<file path="config.mk">
export PLATFORM = sky130hd
export DESIGN_NAME = nibble_serial_alu
export DESIGN_NICKNAME = d
export VERILOG_FILES = /design/src/rtl/nibble_serial_alu.sv
export SDC_FILE = /design/constraint.sdc
export NUM_CORES = 1
export LEC_CHECK = 0
export BUFFER_PORTS_ARGS = -buffer_cell sky130_fd_sc_hd__buf_2
export CORE_MARGIN = 2
export CORE_UTILIZATION = 40
export CTS_CLUSTER_DIAMETER = 50
export CTS_CLUSTER_SIZE = 12
export DETAILED_ROUTE_END_ITERATION = 8
export PLACE_DENSITY = 0.64
export SYNTH_ARGS = -nofsm -noshare
export SYNTH_HDL_FRONTEND = slang
export SYNTH_SLANG_ARGS = --single-unit
</file>
<file path="constraint.sdc">
create_clock -name clk -period 2.7 [get_ports clk]
set_input_delay 0.27 -clock clk [delete_from_list [all_inputs] [get_ports clk]]
set_output_delay 0.27 -clock clk [all_outputs]
set_load 0.005 [all_outputs]
</file>
<file path="src/rtl/nibble_serial_alu.sv">
// -----------------------------------------------------------------------------
// nibble_serial_alu
//   Area-lean WIDTH-bit ALU (ADD/AND/OR/XOR). The operation is spread over
//   WIDTH/4 cycles, one 4-bit nibble per cycle, LSB nibble first, through a
//   single myALU slice. The carry between nibbles is kept in a register.
//
// Ports
//   clk        in   rising-edge clock
//   rst_n      in   asynchronous active-low reset
//   in_valid   in   request valid
//   in_ready   out  request can be accepted (state IDLE)
//   a, b       in   WIDTH-bit operands, sampled only on the acceptance edge
//   fn         in   2'b00 ADD, 2'b01 AND, 2'b10 OR, 2'b11 XOR
//   cIn        in   carry-in, used for ADD only
//   out_valid  out  result valid (state DONE)
//   out_ready  in   consumer takes the result
//   result     out  registered WIDTH-bit result
//   cOut, N, Z, V   registered carry-out / negative / zero / overflow flags
//
// myALU
//   Combinational 4-bit slice shared by every nibble cycle.
// -----------------------------------------------------------------------------

module myALU (
  input  logic [3:0] a,
  input  logic [3:0] b,
  input  logic [1:0] fn,
  input  logic       cIn,
  output logic [3:0] result,
  output logic       cOut,
  output logic       N,
  output logic       Z,
  output logic       V
);

  logic [4:0] sum_s;

  // 4-bit function select; logical ops never produce carry or overflow
  always_comb begin
    sum_s  = {1'b0, a} + {1'b0, b} + {4'b0000, cIn};
    result = 4'b0000;
    cOut   = 1'b0;
    V      = 1'b0;
    case (fn)
      2'b00: begin
        result = sum_s[3:0];
        cOut   = sum_s[4];
        V      = (~a[3] & ~b[3] & sum_s[3]) | (a[3] & b[3] & ~sum_s[3]);
      end
      2'b01:   result = a & b;
      2'b10:   result = a | b;
      2'b11:   result = a ^ b;
      default: result = 4'b0000;
    endcase
    N = result[3];
    Z = (result == 4'b0000);
  end

endmodule

module nibble_serial_alu #(
  parameter int WIDTH = 16
) (
  input  logic             clk,
  input  logic             rst_n,
  input  logic             in_valid,
  output logic             in_ready,
  input  logic [WIDTH-1:0] a,
  input  logic [WIDTH-1:0] b,
  input  logic [1:0]       fn,
  input  logic             cIn,
  output logic             out_valid,
  input  logic             out_ready,
  output logic [WIDTH-1:0] result,
  output logic             cOut,
  output logic             N,
  output logic             Z,
  output logic             V
);

  localparam int NIB = WIDTH / 4;
  localparam int KW  = (NIB > 1) ? $clog2(NIB) : 1;
  localparam logic [1:0]    FN_ADD = 2'b00;
  localparam logic [KW-1:0] K_LAST = KW'(NIB - 1);

  if (((WIDTH % 4) != 0) || (WIDTH < 4)) begin : g_bad_width
    $error("nibble_serial_alu: WIDTH must be a multiple of 4 and >= 4");
  end

  typedef enum logic [1:0] {
    IDLE = 2'd0,
    RUN  = 2'd1,
    DONE = 2'd2
  } state_e;

  state_e           state_q, state_d;
  logic [WIDTH-1:0] opa_q, opa_d;     // operands shift right one nibble per RUN cycle,
  logic [WIDTH-1:0] opb_q, opb_d;     // so the current nibble is always bits [3:0]
  logic [1:0]       fn_q, fn_d;
  logic [KW-1:0]    k_q, k_d;
  logic             carry_q, carry_d;
  logic             zacc_q, zacc_d;
  logic [WIDTH-1:0] result_q, result_d;
  logic             cout_q, cout_d;
  logic             n_q, n_d;
  logic             z_q, z_d;
  logic             v_q, v_d;

  logic [3:0]       slice_res_s;
  logic             slice_cout_s;
  logic             slice_n_s;
  logic             slice_z_s;
  logic             slice_v_s;

  myALU u_slice (
    .a      (opa_q[3:0]),
    .b      (opb_q[3:0]),
    .fn     (fn_q),
    .cIn    (carry_q),
    .result (slice_res_s),
    .cOut   (slice_cout_s),
    .N      (slice_n_s),
    .Z      (slice_z_s),
    .V      (slice_v_s)
  );

  // Handshake outputs come straight from the state register
  assign in_ready  = (state_q == IDLE);
  assign out_valid = (state_q == DONE);
  assign result    = result_q;
  assign cOut      = cout_q;
  assign N         = n_q;
  assign Z         = z_q;
  assign V         = v_q;

  // Next-state and datapath update
  always_comb begin
    state_d  = state_q;
    opa_d    = opa_q;
    opb_d    = opb_q;
    fn_d     = fn_q;
    k_d      = k_q;
    carry_d  = carry_q;
    zacc_d   = zacc_q;
    result_d = result_q;
    cout_d   = cout_q;
    n_d      = n_q;
    z_d      = z_q;
    v_d      = v_q;
    case (state_q)
      IDLE: begin
        if (in_valid) begin
          opa_d    = a;
          opb_d    = b;
          fn_d     = fn;
          // carry register doubles as the nibble-0 carry-in; logical ops get 0
          carry_d  = (fn == FN_ADD) ? cIn : 1'b0;
          k_d      = '0;
          zacc_d   = 1'b1;
          result_d = '0;
          state_d  = RUN;
        end else begin
          state_d  = IDLE;
        end
      end
      RUN: begin
        opa_d    = opa_q >> 3'd4;
        opb_d    = opb_q >> 3'd4;
        carry_d  = slice_cout_s;
        zacc_d   = zacc_q & slice_z_s;
        // result fills from the top: after NIB shifts nibble k sits at [4k+3:4k]
        result_d = (result_q >> 3'd4) | (WIDTH'(slice_res_s) << (WIDTH - 4));
        if (k_q == K_LAST) begin
          k_d     = '0;
          cout_d  = slice_cout_s;
          n_d     = slice_n_s;
          v_d     = slice_v_s;
          z_d     = zacc_q & slice_z_s;
          state_d = DONE;
        end else begin
          k_d     = k_q + KW'(1);
        end
      end
      DONE: begin
        if (out_ready) begin
          state_d = IDLE;
        end else begin
          state_d = DONE;
        end
      end
      default: state_d = IDLE;
    endcase
  end

  // State and datapath registers, fully cleared by reset
  always_ff @(posedge clk or negedge rst_n) begin
    if (!rst_n) begin
      state_q  <= IDLE;
      opa_q    <= '0;
      opb_q    <= '0;
      fn_q     <= 2'b00;
      k_q      <= '0;
      carry_q  <= 1'b0;
      zacc_q   <= 1'b0;
      result_q <= '0;
      cout_q   <= 1'b0;
      n_q      <= 1'b0;
      z_q      <= 1'b0;
      v_q      <= 1'b0;
    end else begin
      state_q  <= state_d;
      opa_q    <= opa_d;
      opb_q    <= opb_d;
      fn_q     <= fn_d;
      k_q      <= k_d;
      carry_q  <= carry_d;
      zacc_q   <= zacc_d;
      result_q <= result_d;
      cout_q   <= cout_d;
      n_q      <= n_d;
      z_q      <= z_d;
      v_q      <= v_d;
    end
  end

endmodule

</file>
# == Word level (Yosys, flattened, before mapping) ==
# Cells that the tools add are included.
# classes
n_bitwise,13
add_sub_neg,3
eq_ne,8
reduce_logical,8
n_mux,21
# ops
operator,count
$pmux W16 S2,3
$mux W16,3
$or A12 B16 Y16,1
$pmux W4 S4,1
$eq A2 B2 Y1 const B,4
$mux W2,4
$logic_not A2 Y1,3
$mux W1,6
$pmux W2 S3,1
$reduce_and A2 Y1,3
$add A4 B4 Y5,1
$add A5 B1 Y5,1
$and A1 B1 Y1,5
$and A4 B4 Y4,1
$eq A2 B1 Y1 const B,2
$logic_not A4 Y1,1
$ne A2 B2 Y1 const B,2
$or A4 B4 Y4,1
$pmux W1 S2,2
$pmux W2 S2,1
$xor A4 B4 Y4,1
$not A1 Y1,3
$add A2 B1 Y2 const B,1
$reduce_bool A2 Y1,1
$or A1 B1 Y1,1
# totals
regBits,60
word_cells,65
output_inout_bits,22

# == Logic depth before layout (Yosys ltp) ==
# Gate-level depths: netlist (run 1).
# depth
ltp_word,6
mapped_depth,6

# == By module ==
# A second synthesis (run 1) with hierarchy kept.
# unflattened
cells_unflattened,334
area_unflattened_um2,3150.5
# modules_own_cells
module,instances,area_each_um2,cells_per_inst
nibble_serial_alu,1,2737.6,285
myALU,1,412.9,49

# == Worst setup path before layout (run 1) ==
# No wires, ideal clock.
# synth_timing
path_kind,reg2reg
startpoint,reg opa_q[0]
endpoint,"reg z_q, in the netlist Z"
required_ns,2.596
arrival_time_ns,2.217
path_buffers,0
synth_period_minus_slack_ns,2.320
slack_ns,0.380
stages_incl_launch_ff,6
setup_time_ns,0.104
cell_sequence,dfrtp_1 > fa_1 > fa_1 > mux4_1 > nand3b_1 > o41ai_2
# synth_between
elab_chain_len,5
elab_cells_between_ends,8
cone_classes,2 x add/sub; 1 x mux; 4 x bitwise; 1 x reduce/logical
# synth_rtl
element,line_no,rtl
"start, declared",97,"logic [WIDTH-1:0] opa_q, opa_d;"
"start signal, assigned",212,opa_q <= opa_d;
$add A4 B4 Y5,40,"sum_s = {1'b0, a} + {1'b0, b} + {4'b0000, cIn};"
$add A5 B1 Y5,40,
$pmux W4 S4 *,44,case (fn)
$logic_not A4 Y1 *,56,Z = (result == 4'b0000);
$and A1 B1 Y1 *,178,z_d = zacc_q & slice_z_s;
"end signal, assigned",221,z_q <= z_d;
"end, declared",106,"logic z_q, z_d;"
# Mark *: on every way between the ends. The rest lies on a longest branch, timed or not.
# A chain may end at the register's enable or synchronous reset.

# == Final worst setup path (run 1) ==
# Ends and elaborated chain as after synthesis.

==> impl_metrics.env, run 1 <==
export IMPL_crit_chain="fa_1 -> fa_1 -> mux4_1 -> nand3b_1 -> o41ai_2"
export IMPL_htreeDepth=3
export IMPL_cts_buffers=9
export IMPL_swShare_pct=39.88
export IMPL_worstSetupEndpoint="Z"
export IMPL_overflow=0
export IMPL_grt_pass1_wl_um=10700
export IMPL_vias_per_cell=4.929
export IMPL_crit_cells=5
export IMPL_fin_crit_sh_pct=92.09
export IMPL_syn_area_sq_mm=0.002942
export IMPL_fin_ws_ns=0.2135
export IMPL_reg2reg_slack_ns=0.21
export IMPL_cp_required_ns=2.92
export IMPL_track_usage_pct=16.57
export IMPL_slew_viol_final=0
export IMPL_drtIter0Drc=104
export IMPL_period_needed_ns=2.487
export IMPL_r2r_end="Z"
export IMPL_mostFrequentLayoutCell="nand2_1"
export IMPL_yosysWarningCount=0
export IMPL_start_util_pct=40.99
export IMPL_start_kind="flop"
export IMPL_num_rows=31
export IMPL_rsz0062_at_grt="no"
export IMPL_critPathSlowestCell="mux4_1"
export IMPL_crit_buf_inv=0
export IMPL_fin_area_sq_mm=0.003566
export IMPL_cts_hold_buf=0
export IMPL_syn_inst=334
export IMPL_stdcell_count=493
export IMPL_tightest_slew_ns=0.9142
export IMPL_ir_worst_vdd_mv=0.5306
export IMPL_slowest_delay_ns=0.51
export IMPL_r2r_cells=5
export IMPL_endpoint_kind="flop"
export IMPL_tritoncts="done"
export IMPL_die_area_sq_mm=0.008056
export IMPL_skew_ns=0.007015
export IMPL_core_area_sq_mm=0.007176
export IMPL_preCtsSetupSlack_ns=0.2300
export IMPL_ios=61
export IMPL_syn_num_nets=384
export IMPL_path_class="flop to flop"
export IMPL_post_cts_setup_buffer_count=0
export IMPL_rr_startpoint="opa_q[0]"
export IMPL_setup_viol=0
export IMPL_hold_viol_final=0
export IMPL_max_slew_margin_pct=39.05
export IMPL_status="completed"
export IMPL_die_y_um=89.76
export IMPL_drc=0
export IMPL_synth_async_reset_ratio_pct=100.0
export IMPL_cp_startpoint="opa_q[0]"
export IMPL_drtPass1Iterations=4
export IMPL_post_dp_cell_area_sq_mm=0.003342
export IMPL_fin_nets=440
export IMPL_num_vias=2430
export IMPL_dp_cells=478
export IMPL_dpl_hpwl_um=4292
export IMPL_clkPwrFrac_pct=19.6
export IMPL_synth_ff_type="dfrtp_1"
export IMPL_synth_seq_cells=60
export IMPL_p_sw_w=0.001860
export IMPL_critPathMaxFanout=4
export IMPL_p_per_area_mw_per_mm2=1308
export IMPL_p_seq_share_pct=35.5
export IMPL_cts_sinks=60
export IMPL_drtAntennaViolNets=0
export IMPL_p_int_w=0.002804
export IMPL_dieWidth_um=89.76
export IMPL_cp_top_family="adder cells"
export IMPL_synth_edff_count=0
export IMPL_grt_pass1_vias=2309
export IMPL_io_buffers=60
export IMPL_p_leak_nw=1.845
export IMPL_clkTransAtPathRegs_ns=0.07
export IMPL_post_synth_cell_area_avg_sq_um=8.807
export IMPL_hold_ws_ns=0.06797
export IMPL_maxCapViolations=0
export IMPL_max_freq_mhz=402.2
export IMPL_antenna_found_initial=0
export IMPL_n_antenna_cell=0
export IMPL_crit_arrival_ns=2.71
export IMPL_fin_tns_setup_ns=0
export IMPL_layout_common_cells="nand2_1, dfrtp_1, buf_2, nor2_1, nand3_1"
export IMPL_ys_seq_area_share_pct=51.04
export IMPL_pwr_share_comb_pct=44.9
export IMPL_critPathMostFrequentCell="fa_1"
export IMPL_grt_max_degree=51
export IMPL_cts_root_buf="clkbuf_8"
export IMPL_clock_latency_ns=0.33
export IMPL_cts_buffer_depth=2
export IMPL_cts_resized=0
export IMPL_routedWlPerCell_um=12.77
export IMPL_wirelength_um=6297
export IMPL_drive_gt1_share_pct=23.10
export IMPL_area_delta_synth_final_pct=21.23
export IMPL_hp_class="input port to async pin"
export IMPL_gp_congestion=0.7716
export IMPL_synth_cell_type_count=39
## how the worst min path moves through the flow
stage	start	end	slack, ns	cells after the start
finish	rst_n	V	0.07	1
global route	b[15]	opb_q[15]	0.10	3
CTS	rst_n	result[13]	0.09	1
detailed placement	rst_n	V	0.46	1
global placement	rst_n	V	0.46	1
floorplan	rst_n	N	-0.03	0
## Yosys cell counts (3+ instances only)
cell type,count,area share (%)
a21oi_1,4,0.68
a31oi_1,24,5.1
buf_2,3,0.51
clkbuf_1,17,2.2
dfrtp_1,60,51
ha_1,9,3.8
inv_1,13,1.7
nand2_1,105,13
nand3_1,28,4.8
nor2_1,28,3.6
o21ai_0,7,1.2
## sequential cells by signal, indices dropped and copies added (netlist names)
register and flops:
V 1, result 16, cOut 1, N 1, zacc_q 1, opb_q 16, opa_q 16, Z 1
state_q 2, fn_q 2, carry_q 1, k_q 2
## power groups by stage
| stage | logic (W) | clock network (W) | registers (W) |
|---|---|---|---|
| finish | 0.00209 | 0.000914 | 0.00166 |
| global route | 0.00239 | 0.000990 | 0.00172 |
| CTS | 0.00213 | 0.000943 | 0.00166 |
| detailed placement | 0.00212 | 0 | 0.00168 |
| global placement | 0.00206 | 0 | 0.00165 |
| floorplan | 0.00161 | 0 | 0.00159 |
## per-layer routing
| metal | share of wire [%] | routed length [um] | track usage, % |
|---|---|---|---|
| met1 | 47 | 2975 | 20.90 |
| met4 | 0.52 | 33 | 4.744 |
| met5 | 0 | 0 | 0 |
| met2 | 46 | 2918 | 27.15 |
| met3 | 5.9 | 370 | 5.784 |
## stage by stage
stage / util (%) / total power (W)
finish: 49.69 / 0.004664
global placement: 46.57 / 0.003710
detailed placement: 46.57 / 0.003794
global route: 49.69 / 0.005101
CTS: 49.69 / 0.004733
floorplan: - / 0.003191
## logic make-up after synthesis
logic type,Yosys count,synth area share (%)
simple gates,176,25.56
flops,60,51.04
compound gates,49,11.19
buf+inv,35,4.977
fa+ha+maj,11,5.189
mux,3,2.042
## area by class of cell
type	instances	area (sq um)
inverters	13	48.80
clock buffers	11	151.4
flip-flops and latches	60	1501
clock inverters	4	72.57
multi-input cells	239	1303
fillers	717	3610
well taps	99	123.9
repair buffers	67	365.4
(Power assumes the default switching activity.)
==> inputs of run 2 (changes only) <==
- CORE_MARGIN: 2 -> 1.5
==> impl_metrics.env, run 2 (synthesis results as in run 1) <==
export IMPL_grt_max_degree=68
export IMPL_clkTransAtPathRegs_ns=0.06
export IMPL_tightest_slew_ns=1.087
export IMPL_path_class="flop to flop"
export IMPL_start_util_pct=40.99
export IMPL_p_leak_nw=1.821
export IMPL_drtPass1Iterations=5
export IMPL_period_needed_ns=2.422
export IMPL_cts_buffer_depth=2
export IMPL_fin_nets=438
export IMPL_skew_ns=0.002721
export IMPL_gp_congestion=0.7854
export IMPL_clock_latency_ns=0.34
export IMPL_endpoint_kind="flop"
export IMPL_cts_root_buf="clkbuf_8"
export IMPL_num_rows=31
export IMPL_maxCapViolations=0
export IMPL_drive_gt1_share_pct=22.39
export IMPL_hold_viol_final=30
export IMPL_antenna_found_initial=0
export IMPL_setup_viol=0
export IMPL_reg2reg_slack_ns=0.28
export IMPL_start_kind="flop"
export IMPL_drtIter0Drc=145
export IMPL_status="finished with violations"
export IMPL_ir_worst_vdd_mv=0.4934
export IMPL_core_area_sq_mm=0.007176
export IMPL_cts_resized=0
export IMPL_hp_class="input port to async pin"
export IMPL_grt_pass1_wl_um=10540
export IMPL_max_freq_mhz=412.9
export IMPL_layout_common_cells="nand2_1, dfrtp_1, buf_2, nor2_1, nand3_1"
export IMPL_rsz0062_at_grt="no"
export IMPL_p_per_area_mw_per_mm2=1284
export IMPL_critPathSlowestCell="mux4_1"
export IMPL_multiInputGateArea_sq_mm=0.001303
export IMPL_max_slew_margin_pct=27.50
export IMPL_dieWidth_um=88.76
export IMPL_num_vias=2453
export IMPL_cts_sinks=60
export IMPL_n_antenna_cell=0
export IMPL_slowest_delay_ns=0.51
export IMPL_routedWlPerCell_um=12.60
export IMPL_fin_tns_setup_ns=0
export IMPL_crit_chain="fa_1 -> fa_1 -> mux4_1 -> nand3b_1 -> o41ai_2"
export IMPL_overflow=0
export IMPL_ios=61
export IMPL_fin_crit_sh_pct=89.70
export IMPL_cts_hold_buf=0
export IMPL_drc=0
export IMPL_rr_startpoint="opa_q[0]"
export IMPL_cts_buffers=9
export IMPL_slew_viol_final=0
export IMPL_critPathMostFrequentCell="fa_1"
export IMPL_hold_ws_ns=-0.01649
export IMPL_cp_required_ns=2.94
export IMPL_io_buffers=60
export IMPL_r2r_cells=5
export IMPL_area_delta_synth_final_pct=19.78
export IMPL_fillers=710
export IMPL_vias_per_cell=4.986
export IMPL_r2r_end="Z"
export IMPL_critPathMaxFanout=4
export IMPL_register_area_sq_mm=0.001501
export IMPL_crit_arrival_ns=2.66
export IMPL_grt_pass1_vias=2270
export IMPL_htreeDepth=3
export IMPL_drtAntennaViolNets=0
export IMPL_die_y_um=88.76
export IMPL_mostFrequentLayoutCell="nand2_1"
export IMPL_track_usage_pct=17.64
export IMPL_violations="negative hold slack"
export IMPL_dpl_hpwl_um=4265
export IMPL_die_area_sq_mm=0.007877
export IMPL_post_cts_setup_buffer_count=0
export IMPL_tritoncts="done"
export IMPL_wirelength_um=6201
-- run 2: area by class of cell --
class | instances | area share (%)
multi-input combinational | 239 | 36.97
clock inverter | 5 | 1.491
sequential | 60 | 42.61
clock buffer | 11 | 3.729
tap | 99 | 3.516
timing repair buffer | 65 | 10.30
inverter | 13 | 1.385
-- run 2: worst max-delay path by stage --
| stage | to | start | cells past startpoint | slack (ns) |
|---|---|---|---|---|
| 2_1_floorplan | Z | opa_q[0] | 5 | 0.38 |
| 5_1_grt | Z | opa_q[0] | 5 | 0.19 |
| 3_3_place_gp | Z | opa_q[0] | 5 | 0.33 |
| 6_report | Z | opa_q[0] | 5 | 0.28 |
| 4_1_cts | Z | opa_q[0] | 5 | 0.27 |
| 3_5_place_dp | Z | opa_q[0] | 5 | 0.27 |
-- run 2: where the power goes --
group / internal (W) / leakage (nW) / switching [W]
Combinational: 0.000910 / 0.983 / 0.00119
Clock: 0.000421 / 0.0931 / 0.000344
Sequential: 0.00133 / 0.746 / 0.000324
-- run 2: worst max-delay path, delay by kind of cell (launching register included) --
kind            cells  cell delay, ns
fa+ha+maj           2            0.92
mux                 1            0.51
flops               1            0.43
compound gates      1            0.27
simple gates        1            0.20
-- run 2: through the flow --
| stage | util (%) | worst slack (ns) | cell area, sq um | total power, W | std cells |
|---|---|---|---|---|---|
| 2_1_floorplan | - | 0.3796 | 2942 | 0.003191 | 334 |
| 3_3_place_gp | 46.54 | 0.3258 | 3339 | 0.003716 | 476 |
| 3_5_place_dp | 46.54 | 0.2710 | 3339 | 0.003797 | 476 |
| 4_1_cts | 49.10 | 0.2674 | 3523 | 0.004579 | 492 |
| 5_1_grt | 49.10 | 0.1875 | 3523 | 0.004981 | 492 |
| 6_report | 49.10 | 0.2780 | 3523 | 0.004524 | 492 |
-- run 2: layer usage --
layer | share of wire [%] | up-vias | GRT usage [%]
met5 | 0 | - | 0
met4 | 1.2 | 0 | 5.114
met3 | 5.9 | 12 | 6.157
met2 | 46 | 73 | 26.58
met1 | 47 | 1138 | 24.08
li1 | - | 1230 | -
==> inputs of run 3 (changes only) <==
- SYNTH_HIERARCHICAL: default -> 1
==> impl_metrics.env, run 3 <==
export IMPL_status="completed"
export IMPL_dp_cells=481
export IMPL_cts_resized=0
export IMPL_synth_seq_cells=60
export IMPL_post_cts_setup_buffer_count=0
export IMPL_die_y_um=91.75
export IMPL_p_int_w=0.002424
export IMPL_cts_buffer_depth=2
export IMPL_slew_viol_final=0
export IMPL_syn_area_sq_mm=0.003151
export IMPL_io_buffers=60
export IMPL_drive_gt1_share_pct=25.06
export IMPL_dpl_hpwl_um=5270
export IMPL_max_freq_mhz=408.1
export IMPL_drc=0
export IMPL_routed_wl_met3_um=377
export IMPL_critPathSlowestCell="mux4_2"
export IMPL_cp_required_ns=2.95
export IMPL_area_delta_synth_final_pct=17.20
export IMPL_drtIter0Drc=165
export IMPL_skew_ns=0.008715
export IMPL_post_synth_cell_area_avg_sq_um=9.433
export IMPL_crit_arrival_ns=2.70
export IMPL_synth_cell_type_count=40
export IMPL_cp_startpoint="opa_q[0]"
export IMPL_n_antenna_cell=0
export IMPL_antenna_found_initial=0
export IMPL_overflow=0
export IMPL_routedWlPerCell_um=15.54
export IMPL_stdcell_count=497
export IMPL_drtAntennaViolNets=0
export IMPL_p_per_area_mw_per_mm2=1132
export IMPL_syn_num_nets=384
export IMPL_core_area_sq_mm=0.007687
export IMPL_fin_crit_sh_pct=90.75
export IMPL_yosysWarningCount=6
export IMPL_crit_chain="inv_1 -> fa_1 -> inv_1 -> fa_1 -> xor2_1 -> mux4_2 -> nor4_2 -> nand2_1 -> o21ai_0"
export IMPL_swShare_pct=42.01
export IMPL_rsz0062_at_grt="no"
export IMPL_final_core_util_pct=48.03
export IMPL_synth_largest_area_cell="dfrtp_1"
export IMPL_max_slew_margin_pct=45.45
export IMPL_path_class="flop to flop"
export IMPL_synth_area_top_cells="dfrtp_1, nand2_1, a22oi_1"
export IMPL_tightest_slew_ns=0.8183
export IMPL_cts_buffers=9
export IMPL_wirelength_um=7723
export IMPL_met2_length_um=3867
export IMPL_start_util_pct=40.98
export IMPL_synth_async_reset_ratio_pct=100.0
export IMPL_track_usage_pct=19.56
export IMPL_dieWidth_um=91.75
export IMPL_post_dp_cell_area_sq_mm=0.003523
export IMPL_grt_pass1_wl_um=12890
export IMPL_setup_viol=0
export IMPL_top_layer_used="met4"
export IMPL_clkTransAtPathRegs_ns=0.07
export IMPL_hold_viol_final=0
export IMPL_yosysTopAreaCellShare_pct=47.66
export IMPL_grt_max_degree=36
export IMPL_period_needed_ns=2.450
export IMPL_endpoint_kind="flop"
export IMPL_ys_seq_area_share_pct=47.66
export IMPL_critPathMaxFanout=4
export IMPL_synthTopCellsByCount="dfrtp_1, nand2_1, a21oi_1, nand3_1, a22oi_1"
export IMPL_clkPwrFrac_pct=16.9
export IMPL_fin_area_sq_mm=0.003692
export IMPL_gp_congestion=0.7990
export IMPL_pwr_share_comb_pct=44.6
export IMPL_tritoncts="done"
export IMPL_p_seq_share_pct=38.5
export IMPL_wl_met1_um=3401
export IMPL_fin_nets=440
export IMPL_cts_hold_buf=0
export IMPL_slowest_delay_ns=0.49
export IMPL_ios=61
export IMPL_rr_startpoint="opa_q[0]"
export IMPL_vias_per_cell=5.298
export IMPL_cts_root_buf="clkbuf_8"
export IMPL_fin_tns_setup_ns=0
export IMPL_p_sw_w=0.001756
export IMPL_synth_edff_count=0
export IMPL_syn_inst=334
export IMPL_cts_sinks=60
export IMPL_htreeDepth=3
export IMPL_num_vias=2633
export IMPL_p_leak_nw=1.888
export IMPL_die_area_sq_mm=0.008418
export IMPL_layout_common_cells="dfrtp_1, nand2_1, buf_2, nand3_1, a21oi_1"
export IMPL_maxCapViolations=0
export IMPL_start_kind="flop"
export IMPL_hp_class="input port to async pin"
export IMPL_clock_latency_ns=0.34
export IMPL_drtPass1Iterations=4
export IMPL_ir_worst_vdd_mv=0.6114
export IMPL_num_rows=32
export IMPL_grt_pass1_vias=2607
export IMPL_synth_ff_type="dfrtp_1"
-- run 3: worst paths after layout --
| path | to | slack (ns) | cells after the start |
|---|---|---|---|
| max | Z | 0.25 | 9 |
| min | opb_q[11] | 0.03 | 1 |
| max reg2reg | Z | 0.25 | 9 |
| min reg2reg | zacc_q | 0.49 | 1 |
| max in group asynchronous | result[8] | 1.93 | 2 |
| min in group clk | opb_q[15] | 0.13 | 3 |
-- run 3: worst max-delay path: cells and delay by family, from the launching register on --
kind | cells | cell delay (ns)
mux | 1 | 0.49
xor+xnor | 1 | 0.16
buf+inv | 2 | 0.16
flops | 1 | 0.41
fa+ha+maj | 2 | 0.59
simple gates | 2 | 0.42
compound gates | 1 | 0.14
-- run 3: cells by family (layout without fill, tap and decap cells) --
family / Yosys count / count (layout) / synth area share, %
AND/OR/NAND/NOR: 129 / 129 / 21.09
adder cells (fa/ha/maj): 11 / 11 / 4.845
flip-flops: 60 / 60 / 47.66
XOR/XNOR: 1 / 1 / 0.2780
AO/OA/AOI/OAI: 86 / 86 / 16.40
buffers and inverters: 41 / 102 / 6.513
multiplexers: 6 / 6 / 3.217
-- run 3: power by group through the flow --
stage,combinational [W],sequential [W],clock (W)
2_1_floorplan,0.00144,0.00149,0
3_3_place_gp,0.00181,0.00160,0
3_5_place_dp,0.00186,0.00162,0
4_1_cts,0.00187,0.00161,0.000721
5_1_grt,0.00211,0.00166,0.000764
6_report,0.00186,0.00161,0.000708
-- run 3: cell type report --
type / count / area, sq um
Clock buffer: 11 / 141.4
Timing Repair Buffer: 70 / 387.9
Tap cell: 102 / 127.6
Sequential cell: 60 / 1501
Fill cell: 743 / 3995
Inverter: 16 / 60.06
Clock inverter: 5 / 27.53
Multi-Input combinational cell: 233 / 1446
-- run 3: per-stage QoR --
step	hold slack [ns]	setup slack, ns	total power [W]
final	0.02898	0.2496	0.004181
after global routing	0.08535	0.09960	0.004532
after CTS	0.05095	0.2285	0.004206
after detailed placement	0.4120	0.2609	0.003485
after global placement	0.4056	0.3549	0.003416
after floorplan	-0.02559	0.4530	0.002934
-- run 3: layer usage --
| metal | vias up | global-route usage (%) |
|---|---|---|
| met4 | 0 | 6.154 |
| met1 | 1301 | 26.20 |
| li1 | 1260 | - |
| met2 | 65 | 31.84 |
| met3 | 7 | 4.063 |
| met5 | - | 0 |
